## src/rtl/ifu_pkg.sv

```systemverilog
// Shared types and constants for the instruction fetch unit.
// The misaligned-fetch trap is enabled by defining IFU_MISALIGN_TRAP_EN.
package ifu_pkg;

    localparam logic [31:0] NOP_INSTR         = 32'h0000_0013;
    localparam logic [31:0] DEFAULT_RESET_PC  = 32'h0000_0000;
    localparam int          FETCH_QUEUE_DEPTH = 2;
    localparam logic [31:0] INSTR_BYTES       = 32'd4;

    typedef struct packed {
        logic [31:0] pc;
        logic [31:0] instr;
        logic        fault;
    } fetch_entry_t;

    // Sequential successor; the 32-bit add wraps 0xFFFF_FFFC to 0.
    function automatic logic [31:0] next_pc(input logic [31:0] pc);
        return pc + INSTR_BYTES;
    endfunction

    function automatic logic is_misaligned(input logic [31:0] pc);
        return pc[1:0] != 2'b00;
    endfunction

    function automatic logic [31:0] align_pc(input logic [31:0] pc);
        return pc & ~32'h0000_0003;
    endfunction

endpackage

```

## src/rtl/ifu_fetch_queue.sv

```systemverilog
// Two-entry in-order fetch queue between the memory side and decode.
// flush dominates push/pop; push with pop is legal while full.
module ifu_fetch_queue
    import ifu_pkg::*;
#(
    parameter int DEPTH = FETCH_QUEUE_DEPTH
) (
    input  logic         clk,
    input  logic         rst_n,
    input  logic         flush,
    input  logic         push,
    input  fetch_entry_t push_entry,
    input  logic         pop,
    output fetch_entry_t head,
    output logic         full,
    output logic         empty
);

    logic [1:0]   count_q;
    logic         rd_ptr_q;
    logic         wr_ptr_q;
    fetch_entry_t slots_q [2];

    logic do_push;
    logic do_pop;
    logic last_pop;

    assign empty    = (count_q == 2'd0);
    assign full     = (count_q == 2'(DEPTH));
    assign do_pop   = pop && !empty;
    assign do_push  = push && (!full || do_pop);
    // Popping the only entry parks the read pointer so the head keeps its last value.
    assign last_pop = do_pop && !do_push && (count_q == 2'd1);
    assign head     = slots_q[rd_ptr_q];

    always_ff @(posedge clk or negedge rst_n) begin
        if (!rst_n) begin
            count_q  <= 2'd0;
            rd_ptr_q <= 1'b0;
            wr_ptr_q <= 1'b0;
            // NOTE: storage is reset on purpose so the head reads all-zero out of reset.
            for (int i = 0; i < 2; i++) begin
                slots_q[i] <= '0;
            end
        end else if (flush) begin
            count_q  <= 2'd0;
            wr_ptr_q <= rd_ptr_q;
        end else begin
            // NOTE: non-blocking assignments keep every register update on the same edge.
            if (do_push) begin
                slots_q[wr_ptr_q] <= push_entry;
                wr_ptr_q          <= !wr_ptr_q;
            end else if (last_pop) begin
                wr_ptr_q <= rd_ptr_q;
            end

            if (do_pop && !last_pop) begin
                rd_ptr_q <= !rd_ptr_q;
            end

            if (do_push && !do_pop) begin
                count_q <= count_q + 2'd1;
            end else if (do_pop && !do_push) begin
                count_q <= count_q - 2'd1;
            end
        end
    end

    a_no_overflow: assert property (@(posedge clk) disable iff (!rst_n)
        !(push && full && !pop && !flush));

    a_no_underflow: assert property (@(posedge clk) disable iff (!rst_n)
        !(pop && empty && !flush));

endmodule

```

## src/rtl/instr_fetch_unit.sv

```systemverilog
// Fetch stage: owns the PC, drives the instruction memory and feeds decode.
// Define IFU_MISALIGN_TRAP_EN to trap misaligned redirect targets.
module instr_fetch_unit
    import ifu_pkg::*;
#(
    parameter logic [31:0] RESET_PC    = DEFAULT_RESET_PC,
    parameter int          QUEUE_DEPTH = FETCH_QUEUE_DEPTH
) (
    input  logic        clk,
    input  logic        rst_n,
    input  logic        fetch_en,
    output logic [31:0] imem_addr,
    output logic        imem_req,
    input  logic [31:0] imem_rdata,
    input  logic        redirect_valid,
    input  logic [31:0] redirect_pc,
    output logic        if_valid,
    output logic [31:0] if_pc,
    output logic [31:0] if_instr,
    output logic        if_fault,
    input  logic        id_ready
);

    logic [31:0]  pc_q;
    logic [31:0]  pc_load;
    logic         deq;
    logic         issue;
    logic         q_full;
    logic         q_empty;
    fetch_entry_t push_entry;
    fetch_entry_t head_entry;

    assign if_valid  = !q_empty;
    // A head shown during a redirect is wrong-path and never counts as accepted.
    assign deq       = if_valid && id_ready && !redirect_valid;
    assign imem_addr = pc_q;
    assign imem_req  = issue;

`ifdef IFU_MISALIGN_TRAP_EN
    logic halted_q;

    assign issue   = fetch_en && !halted_q && !redirect_valid && (!q_full || deq);
    assign pc_load = redirect_pc;

    always_comb begin
        // NOTE: default first so every path assigns push_entry and no latch is inferred.
        push_entry = '{pc: pc_q, instr: imem_rdata, fault: 1'b0};
        if (is_misaligned(pc_q)) begin
            push_entry = '{pc: pc_q, instr: NOP_INSTR, fault: 1'b1};
        end
    end

    always_ff @(posedge clk or negedge rst_n) begin
        if (!rst_n) begin
            halted_q <= 1'b0;
        end else if (redirect_valid) begin
            halted_q <= 1'b0;
        end else if (issue && is_misaligned(pc_q)) begin
            halted_q <= 1'b1;
        end
    end
`else
    assign issue   = fetch_en && !redirect_valid && (!q_full || deq);
    assign pc_load = align_pc(redirect_pc);

    always_comb begin
        push_entry = '{pc: pc_q, instr: imem_rdata, fault: 1'b0};
    end
`endif

    always_ff @(posedge clk or negedge rst_n) begin
        if (!rst_n) begin
            pc_q <= RESET_PC;
        end else if (redirect_valid) begin
            pc_q <= pc_load;
        end else if (issue) begin
            pc_q <= next_pc(pc_q);
        end
    end

    ifu_fetch_queue #(
        .DEPTH(QUEUE_DEPTH)
    ) u_fetch_queue (
        .clk       (clk),
        .rst_n     (rst_n),
        .flush     (redirect_valid),
        .push      (issue),
        .push_entry(push_entry),
        .pop       (deq),
        .head      (head_entry),
        .full      (q_full),
        .empty     (q_empty)
    );

    // Without the trap nothing is ever pushed with fault set, so this is constant zero.
    assign if_pc    = head_entry.pc;
    assign if_instr = head_entry.instr;
    assign if_fault = head_entry.fault;

endmodule

```

## config.mk

```make
export PLATFORM = sky130hd
export DESIGN_NAME = instr_fetch_unit
export DESIGN_NICKNAME = d
export VERILOG_FILES = /design/src/rtl/ifu_pkg.sv /design/src/rtl/ifu_fetch_queue.sv /design/src/rtl/instr_fetch_unit.sv
export SDC_FILE = /design/constraint.sdc
export NUM_CORES = 1
export LEC_CHECK = 0
export CAP_MARGIN = 20
export CORE_UTILIZATION = 46
export DETAILED_ROUTE_END_ITERATION = 16
export PLACE_DENSITY = 0.76
export SLEW_MARGIN = 20
export SYNTH_ARGS = -nofsm -noshare
export SYNTH_HDL_FRONTEND = slang
export SYNTH_SLANG_ARGS = --single-unit
```

## constraint.sdc

```tcl
create_clock -name clk -period 2.4 [get_ports clk]
set_input_delay 0.48 -clock clk [delete_from_list [all_inputs] [get_ports clk]]
set_output_delay 0.48 -clock clk [all_outputs]
set_load 0.02 [all_outputs]
```

Word level (Yosys, flattened, before mapping) --
Index checks and enable logic that the tools add are counted.
Storage, ports and cells: output and inout bits 99, logic and storage cells 62, memory bits (read-only) 0, bits in writable memories 0, register bits 166, memories 0, latch bits 0, input port bits 69
Cells by class: muxes and demuxes 14, reductions and logical operators 27, $mul 0, add/sub/neg operators 3, equal/unequal tests 2, shift operators 0, div/mod/pow operators 0, order comparisons 3, bitwise gates (word level) 3
Operators by type and width (count):
- 65-bit two-way mux | 4
- 130-bit bitwise mux | 1
- 65-bit demux with 1-bit select | 1
- 32-bit two-way mux | 2
- 32-bit by 3-bit adder with 32-bit output, second input constant | 1
- 1-bit logical AND | 11
- 1-bit zero test | 8
- 2-bit two-way mux | 3
- 3-bit nonzero test | 2
- 2-bit greater-or-equal comparator, second input constant | 2
- 1-bit inverter with 2-bit output | 2
- 2-bit AND reduction | 2
- 1-bit two-way mux | 3
- 2-bit by 1-bit adder with 2-bit output, second input constant | 1
- 2-bit by 1-bit == test with 1-bit output, second input constant | 1
- 2-bit == test, second input constant | 1
- 2-bit zero test | 1
- 1-bit logical OR | 2
- 2-bit by 1-bit < comparator with 1-bit output, second input constant | 1
- 2-bit nonzero test | 1
- 2-bit by 1-bit subtractor with 2-bit output, second input constant | 1
- 1-bit inverter | 1

Longest topological paths before layout --
Gate-level depths: netlist (run 1).
depth after elaboration 13, depth in mapped cells 9, gate-level depth less buffers 6

Hierarchy --
From an unflattened synthesis (run 1), not the netlist that was laid out.
Second synthesis, totals: cell total of the unflattened synthesis 592, area total of the unflattened synthesis 7796.2 sq um
Modules (own cells, without submodules):
- ifu_fetch_queue | instances 1, area an instance 5905.7 sq um, sequential area each 3353.2 sq um, cells an instance 380
- instr_fetch_unit | instances 1, area an instance 1890.6 sq um, sequential area each 750.7 sq um, cells an instance 212

Least setup slack after synthesis (run 1) --
Ideal clock, no wire load.
path type register to register, start point register u_fetch_queue.count_q[0], end point register u_fetch_queue.slots_q[10] (netlist name), stages on the path, launching flop included 10, library setup time 0.125 ns, slack 0.142 ns, buffers on the path 3, data required time 2.275 ns, period minus slack after synthesis 2.258 ns, arrival time 2.133 ns, path through dfrtp_1 inv_1 ha_1 nor2b_1 clkbuf_1 o21ai_1 nor3b_1 clkbuf_1 buf_2 mux2_2
Between the ends: longest elaborated chain between the ends 8, elaborated cells between the ends (all ways) 12, classes of those cells eq/ne: 1; reduce/logical: 11
Ends and longest elaborated chain:
- start, declared | line ifu_fetch_queue.sv:19 | logic [1:0] count_q;
- start signal, assigned | line ifu_fetch_queue.sv:62 | count_q <= count_q + 2'd1;
- start signal, assigned | line ifu_fetch_queue.sv:64 | count_q <= count_q - 2'd1;
- 2-bit zero test | line ifu_fetch_queue.sv:28 | assign empty = (count_q == 2'd0);
- 1-bit zero test | line ifu_fetch_queue.sv:30, instr_fetch_unit.sv:33
- 1-bit logical AND (2 in series) | line instr_fetch_unit.sv:35 | assign deq = if_valid && id_ready && !redirect_valid;
- 1-bit logical OR or 1-bit logical AND (tied branches) | line instr_fetch_unit.sv:63, ifu_fetch_queue.sv:30
- 1-bit logical AND or 1-bit logical OR (tied branches) | line instr_fetch_unit.sv:63, ifu_fetch_queue.sv:31
- 1-bit logical AND (*) | line ifu_fetch_queue.sv:31 | assign do_push = push && (!full || do_pop);
- 2-bit AND reduction (no line) (*)
- end signal, assigned by index | line ifu_fetch_queue.sv:51 | slots_q[wr_ptr_q] <= push_entry;
- end, declared | line ifu_fetch_queue.sv:22 | fetch_entry_t slots_q [2];
Mark *: on every way between the ends. The rest lies on a longest branch, timed or not. A chain may end at the register's enable or synchronous reset.

Final worst setup path (run 1) --
start point register u_fetch_queue.count_q[0], end point output port if_valid
Between the ends: longest elaborated chain between the ends 2
Ends and longest elaborated chain:
- 2-bit zero test | line ifu_fetch_queue.sv:28
- 1-bit zero test | line instr_fetch_unit.sv:33 | assign if_valid = !q_empty;
- end, declared | line instr_fetch_unit.sv:17 | output logic if_valid,
No other way between the ends.

==> results of run 1 <==
cell type report:
| class | instances | area, um2 |
|---|---|---|
| multi-input cells | 390 | 3410 |
| clock inverters | 9 | 85.1 |
| flip-flops and latches | 158 | 3960 |
| fillers | 1295 | 5900 |
| repair buffers | 193 | 1880 |
| well taps | 216 | 270 |
| inverters | 10 | 37.5 |
| clock buffers | 22 | 474 |
layer usage:
metal,wire length [um],track usage (%),part of all wire [%]
met2,9570,38.8,52
met4,308,7.91,1.7
met1,7800,27.9,42
met3,722,4.23,3.9
met5,0,0,0
synth_stat cells, types with 2 or more instances:
cell	count	share of area (%)
o41ai_1	2	0.23
and4_1	3	0.35
o21ai_1	2	0.13
a31oi_1	10	0.82
o21ai_0	10	0.66
buf_2	14	0.92
nand4_1	10	0.82
a221o_1	2	0.26
a22oi_1	4	0.40
xor2_1	3	0.35
dfrtp_1	158	52
a21oi_1	4	0.26
nand3_1	17	1.1
a211oi_1	6	0.59
or4b_2	2	0.26
nor2b_1	5	0.41
buf_4	5	0.49
mux2_2	187	28
inv_1	9	0.45
or4_1	13	1.3
clkbuf_1	25	1.2
and3_1	4	0.33
nand2b_1	2	0.16
o211ai_1	6	0.59
xnor2_1	6	0.69
ha_1	4	0.66
nor2_1	19	0.94
nor3_1	7	0.46
nor3b_1	4	0.40
nand2_1	25	1.2
o31ai_1	10	0.99
a311o_1	2	0.26
mux2i_1	3	0.40
cell families after synthesis:
| kind of cell | synth area share, % |
|---|---|
| muxes | 28.2 |
| and+or+nand+nor | 8.69 |
| adders and majority gates | 0.660 |
| buffers and inverters | 3.30 |
| AOI/OAI and AO/OA | 5.97 |
| xor gates and xnor gates | 1.04 |
| other | 0.0494 |
| DFF | 52.1 |
power groups by stage:
stage | Sequential [W] | Combinational (W) | Clock, W
after floorplan | 0.00430 | 0.00358 | 0
after global placement | 0.00436 | 0.00588 | 0
after detailed placement | 0.00448 | 0.00599 | 0
after CTS | 0.00444 | 0.00544 | 0.00260
after global routing | 0.00459 | 0.00571 | 0.00272
final | 0.00445 | 0.00535 | 0.00254
state kept, by name, summed over array words and instances, names as in the netlist:
name	count
imem_addr	30
u_fetch_queue.count_q	2
u_fetch_queue.rd_ptr_q	1
u_fetch_queue.slots_q	124
u_fetch_queue.wr_ptr_q	1
stage by stage:
| step | setup slack (ns) | std cells | util [%] | hold slack, ns | TNS [ns] |
|---|---|---|---|---|---|
| after floorplan | 0.142 | 603 | - | 0.184 | 0 |
| after global placement | -0.0874 | 967 | 60.2 | 0.483 | -3.24 |
| after detailed placement | -0.0774 | 967 | 60.2 | 0.490 | -3.91 |
| after CTS | 0.0417 | 998 | 63.2 | 0.0904 | 0 |
| after global routing | 0.0559 | 998 | 63.2 | 0.116 | 0 |
| final | 0.109 | 998 | 63.2 | 0.0788 | 0 |
cell usage in the layout, fill, tap and decap left out, types with 3 or more instances in the layout:
master	instances
inv_1	9
nand2_1	25
o31ai_1	10
nand4_1	10
a22oi_1	4
clkinv_2	3
ha_1	4
mux2i_1	3
or4_1	13
nor3_1	7
a211oi_1	6
nor3b_1	3
o211ai_1	6
nand3_1	17
nor2b_1	5
buf_12	9
and3_1	4
nor2_1	19
o21ai_0	10
dfrtp_1	157
clkbuf_16	17
a31oi_1	10
and4_1	3
xor2_1	3
conb_1	5
mux2_2	187
xnor2_1	6
clkbuf_8	3
buf_4	24
dlygate4sd2_1	62
clkdlybuf4s50_1	95
clkinvlp_4	3
a21oi_1	4
final timing paths:
path | start | to | slack [ns] | cells past startpoint
worst min register to register | u_fetch_queue.slots_q[22] | u_fetch_queue.slots_q[22] | 0.50 | 1
max in group asynchronous | rst_n | u_fetch_queue.slots_q[96] | 1.61 | 2
worst max-delay path | u_fetch_queue.count_q[0] | if_valid | 0.11 | 4
worst min-delay path | rst_n | u_fetch_queue.slots_q[66] | 0.08 | 1
worst max register to register | u_fetch_queue.count_q[0] | u_fetch_queue.slots_q[15] | 0.17 | 9
min in group clk | redirect_valid | imem_addr[31] | 0.47 | 3
==> flow_summary_export.csv, run 1 <==
group,metric,value,unit
power,p_leak,4.19,nW
synth,ys_types,49,
timing,fin_skew,0.00575,ns
drt,drtIter0Drc,349,
critical_path,crit_type,"register to output port",
global_routing,grt_pass1_wl,29.2,mm
clock_network,hold_buffers,0,
timing,final_hold_viol_count,0,
final_layout,drive_gt1_share,33.4,%
clock_network,cts_root_buf,"clkbuf_16",
critical_path,path_buf_inv,3,
drt,wl_per_cell,18.4,um
synth,synthArstFlopShare,100,%
synth,syn_inst,599,
clock_network,cts_made_buffers,17,
die,pin_count,168,
drt,drtPass1Iterations,5,
synth,ys_seq_elements,158,
final_layout,diodes,0,
power,p_int,0.00808,W
place,placed_area,0.00963,mm2
power,power_density,1220,mW/mm2
place,portBuffers,160,
clock_network,post_cts_resized,63,
place,hpwl,13.0,mm
critical_path,crit_required,1.92,ns
final_layout,nets,843,
timing,tightest_slew,0.638,ns
place,place.gp.congestion,0.822,
die,die_y,130,um
die,core-area,0.0160,mm2
drt,route.detailed.drc,0,
global_routing,antenna_found_initial,0,
final_layout,areaGrowthSynthToFinish,33.2,%
global_routing,gr-total-overflow,0,
drt,vias_per_cell,5.53,
drt,ant_nets,0,
critical_path,end_kind,"output port",
critical_path,arrival,1.81,ns
global_routing,grt_pass1_vias,5743,
timing,min_period,2.29,ns
synth,synth_area,0.00758,mm2
timing,setup_viol,0,
drt,vias,5519,
power,peakVddDrop,0.871,mV
power,p_comb_share,43.4,%
die,start_util,47.4,%
critical_path,crit_family,"buffers and inverters",
run,drv_cap,0,
timing,slew_headroom,57.5,%
clock_network,h-tree-depth,4,
clock_network,cts.sinks,158,
timing,rsz0062_at_grt,"no",
clock_network,cts_tree,"yes",
critical_path,crit_slowest_cell,"clkdlybuf4s50_1",
synth,seq_area_frac_synth,52.1,%
global_routing,grtUsageTotal,22.3,%
timing,timing.fmax,0.437,GHz
outcome,status,"complete, no violations",
timing,post-route-period-util,95.4,%
die,row_count,46,
critical_path,crit_path_max_incr_delay,0.60,ns
power,seqPwrFrac,36.0,%
drt,routed_wl,18.4,mm
die,die_x,130,um
critical_path,crit_fanout,4,
synth,avgSynthCellArea,12.7,um2
clock_network,postCtsSetupBuffers,0,
power,p_sw_share,34.5,%
clock_network,worstSkewPairLatency,0.41,ns
critical_path,path_cells,"inv_1, ha_1, inv_1, clkdlybuf4s50_1",
power,p_sw,0.00425,W
synth,yosysWarnings,0,
power,power,0.0123,W
critical_path,critPathLaunchType,"register",
global_routing,grt_start_max_net_pins,69,
synth,ys.flop_type,"dfrtp_1",
die,die_area,0.0170,mm2
clock_network,cts_buffer_depth,2,
hold_path,hold_path_class,"primary input to asynchronous set/reset pin",
power,pwr-share-clk,20.6,%
synth,synth-edff-count,0,
final_layout,final_area,0.0101,mm2
timing,timing.final.max_slew_violations,0,
clock_network,clk_pin_slew,0.06,ns
critical_path,path_common_cell,"inv_1",
Power figures use the tool's default switching activity.
==> run 2: changes to the inputs <==
CORE_MARGIN = 5   (was unset)
==> run 2 against run 1 <==
Worst hold slack worse by 0.056 ns. Global-route usage is 1.8 points lower. Die area up 13%. Critical path type unchanged. Sequential power hardly changed. Wire length rose by 5.8%. Core utilization down 1.1 points. Largest cell class unchanged. Critical endpoint is now imem_req. Sequential cell count unchanged. Power up 0.97%. Fmax is 0.38% lower.
==> flow_summary_export.csv, run 2 (same netlist as run 1, synthesis figures left out) <==
group,metric,value,unit
outcome,status,"complete, no violations",
clock_network,cts_buffer_depth,2,
critical_path,arrival,1.82,ns
clock_network,worstSkewPairLatency,0.42,ns
timing,fin_skew,0.00542,ns
clock_network,h-tree-depth,4,
die,die_area,0.0192,mm2
power,p_leak,4.22,nW
place,portBuffers,160,
clock_network,cts_made_buffers,17,
timing,final_hold_viol_count,0,
clock_network,clk_pin_slew,0.07,ns
power,peakVddDrop,0.639,mV
critical_path,end_kind,"output port",
global_routing,grt_pass1_wl,32.0,mm
final_layout,final-instance-count-excl-fill,1010,
timing,tightest_slew,0.566,ns
drt,drtPass1Iterations,5,
hold_path,hold_path_class,"primary input to asynchronous set/reset pin",
die,core-area,0.0164,mm2
drt,vias,5604,
final_layout,multi_input_area,0.00341,mm2
timing,timing.final.max_slew_violations,0,
global_routing,grt_start_max_net_pins,61,
final_layout,n_fill_cell,1278,
drt,route.detailed.drc,0,
final_layout,largest_register,"u_fetch_queue.slots_q",
drt,drtIter0Drc,401,
run,drv_cap,0,
final_layout,drive_gt1_share,34.5,%
final_layout,final_cell_mix,"mux2_2 (187), dfrtp_1 (157), clkdlybuf4s50_1 (95)",
clock_network,cts_tree,"yes",
timing,finalSetupTns,0,ns
final_layout,final_area,0.0102,mm2
final_layout,utilization,62.0,%
clock_network,cts.sinks,158,
drt,routed_wl,19.5,mm
critical_path,crit_type,"register to output port",
timing,setup_viol,0,
place,place.gp.congestion,0.849,
die,die_y,138,um
die,pin_count,168,
timing,timing.fmax,0.435,GHz
clock_network,postCtsSetupBuffers,0,
timing,min_period,2.30,ns
global_routing,gr-total-overflow,0,
power,power_density,1220,mW/mm2
place,dp_cells,977,
global_routing,grt_pass1_vias,6081,
clock_network,cts_root_buf,"clkbuf_16",
drt,vias_per_cell,5.55,
drt,wl_per_cell,19.3,um
global_routing,antenna_found_initial,1,
global_routing,grtUsageTotal,20.5,%
power,power,0.0125,W
final_layout,areaGrowthSynthToFinish,34.2,%
die,row_count,47,
final_layout,final_common_cell,"mux2_2",
critical_path,crit_fanout,4,
place,hpwl,13.9,mm
place,placed_area,0.00968,mm2
critical_path,critPathLaunchType,"register",
clock_network,hold_buffers,0,
final_layout,largest_register_ffs,124,
drt,ant_nets,0,
timing,post-route-period-util,95.8,%
die,die_x,138,um
die,start_util,46.2,%
final_layout,ff_latch_area,0.00396,mm2
timing,slew_headroom,62.3,%
critical_path,crit_required,1.92,ns
final_layout,nets,849,
run 2: cell types whose count changed in the layout (fill, tap and decap cells not counted):
cell	delta
inv_6	+1
clkbuf_2	-1
nor2_1	-1
clkbuf_8	-3
buf_4	+6
nor2b_1	-1
nor2b_2	+1
clkinv_2	-1
clkinv_4	+6
nor2_2	+1
diode_2	+1
clkdlybuf4s15_2	+1
clkbuf_1	-2
run 2: power by group:
group	internal, W	switching [W]
Clock	0.00144	0.00115
Sequential	0.00379	0.000653
Combinational	0.00280	0.00262
run 2: layout make-up:
class	instances	area share [%]
inverter	10	0.369
multi-input combinational	390	33.5
clock buffer	17	4.18
timing repair buffer	199	18.9
clock inverter	15	1.39
antenna	1	0.0246
sequential	158	38.9
tap	220	2.71
run 2: what timing repair did:
| action | 4_1_cts | 5_1_grt |
|---|---|---|
| gates cloned | 0 | 0 |
| gates resized for setup | 65 | 2 |
| setup endpoints to repair | 63 | 1 |
| hold endpoints to repair | 0 | 0 |
| pin swaps | 0 | 0 |
run 2: final timing paths:
kind                                         endpoint  cells past startpoint  slack [ns]                        from
min                          u_fetch_queue.slots_q[4]                      1        0.02                       rst_n
min in group clk           u_fetch_queue.slots_q[123]                      1        0.50  u_fetch_queue.slots_q[123]
max in group asynchronous   u_fetch_queue.slots_q[41]                      2        1.67                       rst_n
max                                          imem_req                      6        0.10    u_fetch_queue.count_q[0]
max reg2reg                  u_fetch_queue.slots_q[7]                      9        0.26    u_fetch_queue.count_q[0]
min reg2reg                u_fetch_queue.slots_q[123]                      1        0.50  u_fetch_queue.slots_q[123]
run 2: critical path: stages (launching register included):
cell	delay (ns)
dfrtp_1	0.39
inv_1	0.08
ha_1	0.23
nor2b_2	0.16
o21ai_1	0.10
nor2_2	0.15
clkdlybuf4s15_2	0.29
run 2: routing by layer:
| layer | wire length (um) | global-route usage (%) |
|---|---|---|
| met3 | 751 | 3.76 |
| met4 | 334 | 7.07 |
| met1 | 8170 | 25.8 |
| met2 | 10200 | 35.8 |
| met5 | 0 | 0 |
run 2: per-stage QoR:
stage	hold slack, ns	setup WS, ns
2_1_floorplan	0.184	0.142
3_3_place_gp	0.477	-0.200
3_5_place_dp	0.490	-0.188
4_1_cts	0.0302	0.0160
5_1_grt	0.0598	-0.0258
6_report	0.0225	0.101
